<file path="src/rtl/sparse_encoder.sv">
// Dense-to-sparse encoder: captures an N-lane vector, emits its occupancy mask and
// streams the non-zero lanes one beat each in ascending lane order (first beat one cycle after capture).
module sparse_encoder #(
  parameter  int N  = 8,
  parameter  int DW = 8,
  localparam int IW = $clog2(N)
) (
  input  logic            clk,
  input  logic            rst,
  input  logic            in_valid,
  output logic            in_ready,
  input  logic [N*DW-1:0] in_data,
  output logic            out_valid,
  input  logic            out_ready,
  output logic [N-1:0]    out_mask,
  output logic [IW:0]     out_nnz,
  output logic [IW-1:0]   out_idx,
  output logic [DW-1:0]   out_value,
  output logic            out_last
);

  typedef enum logic {S_IDLE, S_EMIT} state_t;

  state_t            r_state;
  state_t            w_state_nxt;
  logic [N*DW-1:0]   r_data;
  logic [N-1:0]      r_mask;
  logic [N-1:0]      r_rem;
  logic [IW:0]       r_nnz;

  logic [N-1:0]      w_in_mask;
  logic [IW:0]       w_in_cnt;
  logic [IW:0]       w_rem_cnt;
  logic [IW-1:0]     w_idx;
  logic [DW-1:0]     w_lane;
  logic              w_last;
  logic              w_cap;
  logic              w_adv;
  logic              w_drain;

  function automatic logic [IW:0] popcnt(input logic [N-1:0] v);
    logic [IW:0] c;
    c = '0;
    for (int k = 0; k < N; k++) c = c + {{IW{1'b0}}, v[k]};
    return c;
  endfunction

  always_comb begin
    w_in_mask = '0;
    for (int k = 0; k < N; k++) w_in_mask[k] = |in_data[k*DW +: DW];
    w_in_cnt  = popcnt(w_in_mask);
    w_rem_cnt = popcnt(r_rem);
    w_last    = (w_rem_cnt <= (IW+1)'(1));
  end

  // Scan downward so the lowest set bit wins; an empty rem yields lane 0.
  always_comb begin
    w_idx  = '0;
    w_lane = '0;
    for (int k = N-1; k >= 0; k--) begin
      if (r_rem[k]) w_idx = IW'(k);
    end
    for (int k = 0; k < N; k++) begin
      if (IW'(k) == w_idx) w_lane = r_data[k*DW +: DW];
    end
  end

  always_ff @(posedge clk or negedge rst) begin
    if (!rst) r_state <= S_IDLE;
    else      r_state <= w_state_nxt;
  end

  always_comb begin
    w_state_nxt = r_state;
    in_ready    = 1'b0;
    out_valid   = 1'b0;
    out_idx     = '0;
    out_value   = '0;
    out_last    = 1'b0;
    w_cap       = 1'b0;
    w_adv       = 1'b0;
    w_drain     = 1'b0;
    case (r_state)
      S_IDLE: begin
        in_ready = 1'b1;
        if (in_valid) begin
          w_cap       = 1'b1;
          w_state_nxt = S_EMIT;
        end
      end
      S_EMIT: begin
        out_valid = 1'b1;
        out_idx   = w_idx;
        out_value = w_lane;
        out_last  = w_last;
        if (out_ready) begin
          if (w_last) begin
            // Last beat accepted: a waiting vector is taken in the same cycle.
            in_ready = 1'b1;
            if (in_valid) begin
              w_cap = 1'b1;
            end else begin
              w_drain     = 1'b1;
              w_state_nxt = S_IDLE;
            end
          end else begin
            w_adv = 1'b1;
          end
        end
      end
      default: w_state_nxt = S_IDLE;
    endcase
  end

  always_ff @(posedge clk or negedge rst) begin
    if (!rst) begin
      r_data <= '0;
      r_mask <= '0;
      r_rem  <= '0;
      r_nnz  <= '0;
    end else if (w_cap) begin
      r_data <= in_data;
      r_mask <= w_in_mask;
      r_rem  <= w_in_mask;
      r_nnz  <= w_in_cnt;
    end else if (w_adv) begin
      r_rem[w_idx] <= 1'b0;
    end else if (w_drain) begin
      r_rem <= '0;
    end
  end

  assign out_mask = r_mask;
  assign out_nnz  = r_nnz;

endmodule

</file>
<file path="config.mk">
export PLATFORM = sky130hd
export DESIGN_NAME = sparse_encoder
export DESIGN_NICKNAME = d
export VERILOG_FILES = /design/src/rtl/sparse_encoder.sv
export SDC_FILE = /design/constraint.sdc
export NUM_CORES = 1
export LEC_CHECK = 0
export ABC_AREA = 1
export CAP_MARGIN = 25
export CORE_MARGIN = 3
export CORE_UTILIZATION = 52
export CTS_CLUSTER_SIZE = 8
export DETAILED_ROUTE_END_ITERATION = 10
export GPL_TIMING_DRIVEN = 1
export HOLD_SLACK_MARGIN = 0.05
export PLACE_DENSITY = 0.88
export SYNTH_ARGS = -nofsm -noshare
export SYNTH_HDL_FRONTEND = slang
export SYNTH_SLANG_ARGS = --single-unit
</file>
<file path="constraint.sdc">
create_clock -name clk -period 5.27 [get_ports clk]
set_input_delay 1.054 -clock clk [delete_from_list [all_inputs] [get_ports clk]]
set_output_delay 1.054 -clock clk [all_outputs]
set_load 0.01 [all_outputs]
</file>
==> results of run 1 <==
-- sequential cells by signal (all words and copies together), names as in the netlist --
name	count
r_state	1
out_mask	8
out_nnz	4
r_data	64
r_rem	8
-- stage by stage --
stage | utilization [%] | hold WS [ns] | cells | instance area, um^2
2_1_floorplan | - | 0.441 | 581 | 4740
3_3_place_gp | 64.5 | 0.455 | 763 | 5680
3_5_place_dp | 64.5 | 0.464 | 763 | 5680
4_1_cts | 66.6 | 0.489 | 779 | 5860
5_1_grt | 66.9 | 0.505 | 780 | 5890
6_report | 66.9 | 0.487 | 780 | 5890
-- cell type report --
cell class	count	area (um^2)	area share, %
multi-input cells	407	2220	37.7
flip-flops and latches	85	2130	36.1
repair buffers	96	971	16.5
inverters	68	260	4.42
clock buffers	13	159	2.70
well taps	108	135	2.29
clock inverters	3	18.8	0.319
-- worst paths after layout --
kind / to / slack [ns] / depth (start not counted)
worst max-delay path: in_ready / 0.19 / 11
worst min-delay path: r_data[42] / 0.49 / 2
worst max register to register: r_data[9] / 0.87 / 15
worst min register to register: r_data[42] / 0.49 / 2
max in group asynchronous: r_data[1] / 4.01 / 2
min in group asynchronous: r_data[46] / 0.65 / 1
-- metal layers --
metal / GRT usage (%) / vias up / share of wire [%]
li1: - / 2031 / -
met1: 33.7 / 2076 / 41
met2: 39.2 / 211 / 49
met3: 3.79 / 36 / 6.7
met4: 11.2 / 0 / 2.9
met5: 0 / - / 0
-- cell usage after synthesis --
master / n / area, um^2
nand2_8: 2 / 40.0
nor2_2: 2 / 12.5
inv_2: 10 / 37.5
or2_1: 2 / 12.5
nand2_4: 5 / 56.3
nor2_8: 1 / 20.0
fa_1: 8 / 160
inv_1: 56 / 210
o21bai_2: 5 / 56.3
clkinv_1: 1 / 3.75
a21oi_4: 1 / 16.3
clkbuf_1: 1 / 3.75
nor2_4: 3 / 33.8
buf_2: 16 / 80.1
nand2_2: 5 / 31.3
nand3b_1: 1 / 7.51
or2_0: 1 / 6.26
nor4_1: 9 / 56.3
xnor2_1: 1 / 8.76
nor3_1: 1 / 5.00
o21ai_0: 12 / 60.1
nand3_1: 31 / 155
nand3_2: 12 / 120
nor2_1: 16 / 60.1
buf_8: 1 / 15.0
buf_12: 1 / 20.0
a21oi_2: 10 / 87.6
o21ai_1: 34 / 170
clkinv_4: 1 / 8.76
buf_6: 2 / 22.5
ha_1: 7 / 87.6
nand2_1: 214 / 803
a21oi_1: 7 / 35.0
nand4_1: 12 / 75.1
dfrtp_1: 85 / 2130
o211ai_1: 4 / 30.0
o21ai_2: 1 / 8.76
-- critical path, delay by kind of cell (launching register included) --
kind	cells	cell delay [ns]
flip-flops	1	0.48
AND/OR/NAND/NOR	1	0.10
buffers and inverters	3	0.65
adder cells (fa/ha/maj)	5	2.10
AO/OA/AOI/OAI	2	0.34
-- logic make-up (layout without fill, tap and decap cells) --
| kind of cell | Yosys count | in the layout | share of synthesized area (%) |
|---|---|---|---|
| and+or+nand+nor | 317 | 317 | 31.5 |
| buffers and inverters | 89 | 180 | 8.47 |
| DFF | 85 | 85 | 44.8 |
| AOI/OAI and AO/OA | 74 | 74 | 9.78 |
| adders and majority gates | 15 | 15 | 5.22 |
| xor gates and xnor gates | 1 | 1 | 0.185 |
-- power groups by stage --
stage | clock network, mW | registers [mW] | logic (mW)
2_1_floorplan | 0 | 1.19 | 2.12
3_3_place_gp | 0 | 1.21 | 2.85
3_5_place_dp | 0 | 1.22 | 2.98
4_1_cts | 0.432 | 1.22 | 3.00
5_1_grt | 0.460 | 1.26 | 3.36
6_report | 0.433 | 1.23 | 3.01
==> flow_summary.ini, run 1 <==
[status]
run_status = finished, final reports clean

[synthesis]
synth_cell_type_count = 37
synth.yosys.seq_area_share_pct = 44.8
synth.net_count = 664
synth_area_per_cell_um2 = 8.17
netlist_area_mm2 = 0.00474
yosys_warnings = 0
synth-seq-cells = 85
syn-instance-count = 581

[route]
detail_route.iter0.violations = 352
num_vias = 4354
wl_per_cell_um = 15.8
firstDrtPassIters = 6
drt_wirelength_mm = 12.3
antenna_left = 0
post-route-drc-count = 0
viasPerCell = 5.58

[placed_design]
place.gp.congestion = 0.905
pre_cts_slack_ns = 0.554
place.port_buffers = 93
hpwl_mm = 8.93

[cts]
tritoncts.num_buffers = 9
clk_root_buffer_cell = clkbuf_8
ctsResizeCount = 0
clock_insertion_delay_worst_skew_ns = 0.35
clk_pin_slew_ns = 0.08
cts.repair_timing.setup_buffer_count = 0
clock_sink_count = 85
tritoncts_clock_tree = done
cts_max_level = 3
cts.hold.buffers_added = 0
ctsLongestPathBuffers = 2

[setup_path]
r2r-start = r_rem[0]
max_stage_delay_ns = 0.56
start_kind = register
worstSetupPathType = reg -> out
critical_path.cell_chain = fa_1, inv_1, fa_1, fa_1, inv_1, ha_1, fa_1, a21oi_2, nand2_1, o21ai_2, clkdlybuf4s50_1
cpMostUsedCell = fa_1
cp.required_ns = 4.22
timing.critical_path.from = r_rem[0]
setup.worst_path.end_class = output pin
crit_path_max_fanout = 5
crit_slowest_cell = fa_1
critPathArrivalTime_ns = 4.02

[floorplan]
fp.coreArea_mm2 = 0.00881
x_dimension_of_the_die_um = 102
initial_core_util_pct = 53.9
fp-row-count = 34
die_area_mm2 = 0.0103
chipHeight_um = 102
boundaryPins = 94

[worst_hold_path]
hold_path_class = reg -> reg
hold_path.startpoint = r_data[42]

[timing]
finalMaxSlewViolations = 0
worst_slack_ns = 0.191
timing.max_slew.rel_slack_pct = 34.5
totalNegativeSetupSlack_ns = 0
layout_min_cycle_time_ns = 5.08
post-route-period-util_pct = 96.4
max_freq_ghz = 0.197
final_hold_viol_count = 0
timing.final.setup_violations = 0
unrepaired_setup_endpoints_after_global_routing = false
final.setup_skew_ns = 0.00765
timing_worst_slew_pin_value_ns = 0.982

[cells_and_area]
final_nets = 750
diodes_inserted = 0
layout_common_cells = nand2_1, clkdlybuf4s50_1, dfrtp_1
post_route_cells_drive_above_1_share_pct = 11.5
area_delta_synth_final_pct = 24.1
n_fill_cell = 667
most_common_cell_after_layout_fill_and_taps_aside = nand2_1

[power_and_ir_drop]
p_int_mw = 2.36
switching_share_pct = 49.6
power.total_mw = 4.67
switching_power_mw = 2.32
share_seq_of_total_power_pct = 26.3
ir_worst_vdd_uv = 560
clock_power_share_pct = 9.3
power-per-cell-area_mw_per_mm2 = 794
power.combinational.fraction_pct = 64.4
p_leak_nw = 2.93

[global_route]
number_of_antenna_violations_at_the_first_check_in_global_routing = 0
grt_max_degree = 101
grt.overflow.total = 0
track_usage_pct = 24.7
first_global_vias = 4209
grt_pass1_wl_mm = 19.9

[run]
max_cap_viols = 0
(Power assumes the default switching activity.)
==> run 2, diff against run 1 <==
- CORE_UTILIZATION: 52 -> 56
- PLACE_DENSITY: 0.88 -> 0.94
- clock period: 5.27 -> 6.2 ns (I/O delays scaled with it)
==> run 2 against run 1 <==
  * Via count grew 4.8%
  * Largest cell class unchanged
  * Final cell count down 0.90%
  * Cell area grew 0.25%
  * Total power shrank 13%
==> flow_summary.ini, run 2 (synthesized netlist as in run 1, its figures left out) <==
[status]
run_status = finished, final reports clean

[global_route]
first_global_vias = 4469
grt.overflow.total = 0
grt_pass1_wl_mm = 21.7
grt_max_degree = 101
number_of_antenna_violations_at_the_first_check_in_global_routing = 0
track_usage_pct = 28.3

[floorplan]
x_dimension_of_the_die_um = 98.0
fp.coreArea_mm2 = 0.00797
chipHeight_um = 98.0
initial_core_util_pct = 59.5
die_area_mm2 = 0.00961
fp-row-count = 32
boundaryPins = 94

[route]
viasPerCell = 5.90
routedLengthMet1_mm = 4.88
post-route-drc-count = 0
met3WireLength_mm = 1.14
detail_route.iter0.violations = 631
num_vias = 4561
highest_layer = met4
wl_per_cell_um = 17.2
antenna_left = 0
wl_met2_mm = 6.62
firstDrtPassIters = 6
drt_wirelength_mm = 13.3

[cts]
cts_max_level = 3
ctsLongestPathBuffers = 2
clk_root_buffer_cell = clkbuf_8
tritoncts.num_buffers = 9
ctsResizeCount = 0
clock_insertion_delay_worst_skew_ns = 0.37
cts.hold.buffers_added = 0
cts.repair_timing.setup_buffer_count = 0
clk_pin_slew_ns = 0.08
clock_sink_count = 85
tritoncts_clock_tree = done

[cells_and_area]
register_ranked_first_by_flip_flop_count = r_data
largest_register_ffs = 64
most_common_cell_after_layout_fill_and_taps_aside = nand2_1
post_route_cells_drive_above_1_share_pct = 11.6
final_util_pct = 74.1
layout.cell_area.non_filler_mm2 = 0.00590
final_nets = 749
area_delta_synth_final_pct = 24.4
layout_common_cells = nand2_1, clkdlybuf4s50_1, dfrtp_1
fin_cells = 773
diodes_inserted = 0

[placed_design]
dpl_cell_area_mm2 = 0.00567
hpwl_mm = 9.38
dpl.cell_count = 756
place.port_buffers = 93
place.gp.congestion = 0.896
pre_cts_slack_ns = 1.27

[power_and_ir_drop]
ir_worst_vdd_uv = 513
p_leak_nw = 2.93
power-per-cell-area_mw_per_mm2 = 690
power.total_mw = 4.07

[setup_path]
timing.critical_path.from = r_rem[0]
r2r-start = r_rem[0]
r2r_cells = 14
worstSetupPathType = reg -> out
crit_path_max_fanout = 5
reg2reg_slack_ns = 1.64
setup.worst_path.end_class = output pin
critPathArrivalTime_ns = 4.05
timing.rr.end = r_rem[1]
start_kind = register
cp.required_ns = 4.96

[timing]
totalNegativeSetupSlack_ns = 0
worst_slack_ns = 0.908
finalMaxSlewViolations = 0
worst_hold_slack_ns = 0.485
post-route-period-util_pct = 85.4
final_hold_viol_count = 0
timing.final.setup_violations = 0
final.setup_skew_ns = 0.0117
layout_min_cycle_time_ns = 5.29
timing_worst_slew_pin_value_ns = 1.00
timing.max_slew.rel_slack_pct = 33.1
max_freq_ghz = 0.189
unrepaired_setup_endpoints_after_global_routing = false

[worst_hold_path]
timing.hold.worst_path_depth = 2
hold_path.startpoint = out_mask[2]
hold_path_class = reg -> reg
hold_end = out_mask[2]

[run]
max_cap_viols = 0
## run 2: cell types whose count changed in the layout (fill, tap and decap cells not counted)
| cell | delta |
|---|---|
| bufinv_16 | +1 |
| clkbuf_1 | -2 |
| buf_4 | -1 |
| clkinvlp_4 | +1 |
## run 2: area by class of cell
cell class / instances / area [um^2]
multi-input combinational: 407 / 2220
sequential: 85 / 2130
fill: 538 / 2060
timing repair buffer: 95 / 963
inverter: 68 / 260
clock buffer: 11 / 151
tap: 102 / 128
clock inverter: 5 / 56.3
## run 2: worst max path at each step
stage,end,slack [ns],cells after the start
after detailed placement,in_ready,1.27,11
after floorplan,in_ready,1.97,10
final,in_ready,0.91,11
after global routing,in_ready,0.77,11
after global placement,in_ready,1.41,11
after CTS,in_ready,0.88,11
## run 2: power breakdown
part	switching [mW]	total [mW]	internal (mW)
Combinational	1.64	2.61	0.973
Clock	0.207	0.415	0.208
Sequential	0.193	1.05	0.856
Total	2.04	4.07	2.04
## run 2: worst max-delay path, stage by stage, from the launching register on
cell	delay [ns]
dfrtp_1	0.48
fa_1	0.58
inv_1	0.06
fa_1	0.44
fa_1	0.49
inv_1	0.05
ha_1	0.20
fa_1	0.40
a21oi_2	0.16
nand2_1	0.09
o21ai_2	0.18
clkdlybuf4s50_1	0.57
## run 2: routing by layer
| layer | track usage [%] | vias to the layer above |
|---|---|---|
| met4 | 15.0 | 0 |
| met5 | 0 | - |
| met2 | 45.9 | 281 |
| met3 | 6.14 | 82 |
| met1 | 35.5 | 2172 |
| li1 | - | 2026 |
==> run 3, diff against run 2 <==
- CORE_MARGIN: 3 -> not set
- CORE_UTILIZATION: 56 -> 65
- DONT_BUFFER_PORTS: not set -> 1
- PLACE_DENSITY: 0.94 -> 0.89
- TNS_END_PERCENT: not set -> 20
==> run 3 against run 2 <==
  * Count of clock-buffer cells in the layout is 1 higher
  * Maximum frequency is 12% higher
  * Global-route usage up 3.9 points
  * Critical path depth shrank 1
  * Register-to-register slack better by 0.06 ns
  * Sequential cell count did not move
  * Worst hold slack worse by 0.0028 ns
  * Cell area is 17% lower
  * First-iteration DRC count decreased by 17%
  * Worst setup slack better by 0.55 ns
==> flow_summary.ini, run 3 (synthesized netlist as in run 1, its figures left out) <==
[cells_and_area]
area_delta_synth_final_pct = 3.48
n_fill_cell = 536
final_nets = 655
diodes_inserted = 0
largest_register_ffs = 64
final_util_pct = 71.1
register_ranked_first_by_flip_flop_count = r_data
post_route_cells_drive_above_1_share_pct = 12.8
layout_common_cells = nand2_1, dfrtp_1, inv_1
most_common_cell_after_layout_fill_and_taps_aside = nand2_1

[run]
max_cap_viols = 0

[setup_path]
worstSetupPathType = reg -> out
cp.required_ns = 4.96
crit_path_max_fanout = 5
critPathArrivalTime_ns = 3.50
start_kind = register
setup.worst_path.end_class = output pin

[timing]
timing_worst_slew_pin_value_ns = 0.973
unrepaired_setup_endpoints_after_global_routing = false
timing.final.setup_violations = 0
totalNegativeSetupSlack_ns = 0
max_freq_ghz = 0.211
timing.max_slew.rel_slack_pct = 35.2
post-route-period-util_pct = 76.5
final.setup_skew_ns = 0.0101
finalMaxSlewViolations = 0
final_hold_viol_count = 0
layout_min_cycle_time_ns = 4.74

[floorplan]
fp-row-count = 30
fp.coreArea_mm2 = 0.00691
initial_core_util_pct = 68.7
die_area_mm2 = 0.00764
boundaryPins = 94
x_dimension_of_the_die_um = 87.4
chipHeight_um = 87.4

[route]
num_vias = 3879
detail_route.iter0.violations = 525
wl_per_cell_um = 16.8
viasPerCell = 5.77
post-route-drc-count = 0
drt_wirelength_mm = 11.3
antenna_left = 0
firstDrtPassIters = 5

[cts]
clock_insertion_delay_worst_skew_ns = 0.36
ctsLongestPathBuffers = 2
cts.hold.buffers_added = 0
cts.repair_timing.setup_buffer_count = 0
clk_root_buffer_cell = clkbuf_8
clk_pin_slew_ns = 0.08
tritoncts_clock_tree = done
tritoncts.num_buffers = 9
cts_max_level = 3
clock_sink_count = 85
ctsResizeCount = 0

[status]
run_status = finished, final reports clean

[placed_design]
hpwl_mm = 8.21
place.port_buffers = 0
place.gp.congestion = 0.902

[worst_hold_path]
hold_path_class = reg -> reg

[global_route]
grt_pass1_wl_mm = 18.5
track_usage_pct = 32.2
number_of_antenna_violations_at_the_first_check_in_global_routing = 0
grt_max_degree = 101
grt.overflow.total = 0
first_global_vias = 3700
-- run 3: cell type report --
cell class	instances	area (um^2)	share of cell area, %
multi-input combinational	407	2220	45.2
sequential	85	2130	43.3
inverter	68	260	5.30
clock buffer	12	155	3.16
tap	96	120	2.45
clock inverter	3	21.3	0.433
timing repair buffer	1	7.51	0.153
-- run 3: worst paths after layout --
check	start	to	slack, ns	cells past startpoint
min in group asynchronous	rst	r_data[12]	0.57	0
worst max-delay path	r_rem[0]	in_ready	1.46	10
worst min register to register	r_data[48]	r_data[48]	0.48	2
max in group asynchronous	rst	r_rem[3]	5.48	0
worst max register to register	r_rem[0]	r_rem[0]	1.70	14
worst min-delay path	r_data[48]	r_data[48]	0.48	2
-- run 3: routing by layer --
| metal | vias up | track usage [%] | wire length [um] | part of all wire [%] |
|---|---|---|---|---|
| met5 | - | 0 | 0 | 0 |
| met4 | 0 | 12.1 | 269 | 2.4 |
| met3 | 30 | 7.30 | 977 | 8.7 |
| met2 | 197 | 48.6 | 5270 | 47 |
| met1 | 1823 | 45.8 | 4740 | 42 |
| li1 | 1829 | - | - | - |
-- run 3: worst max-delay path, cell delays in order, from the launching register on --
cell     delay (ns)
dfrtp_1        0.48
fa_1           0.57
inv_1          0.05
fa_1           0.44
fa_1           0.49
inv_1          0.04
ha_1           0.20
fa_1           0.42
a21oi_2        0.15
nand2_1        0.09
o21ai_2        0.23
-- run 3: metrics by stage --
step	hold WS [ns]	cells	area, um^2	worst slack (ns)
detailed placement	0.464	657	4730	1.77
global route	0.498	672	4910	1.30
global placement	0.455	657	4730	1.90
CTS	0.485	672	4910	1.44
floorplan	0.441	581	4740	1.97
finish	0.482	672	4910	1.46
Power of run 3 is not shown: default switching activity piles up to over one toggle a cycle in this logic, so the estimate is an artifact.
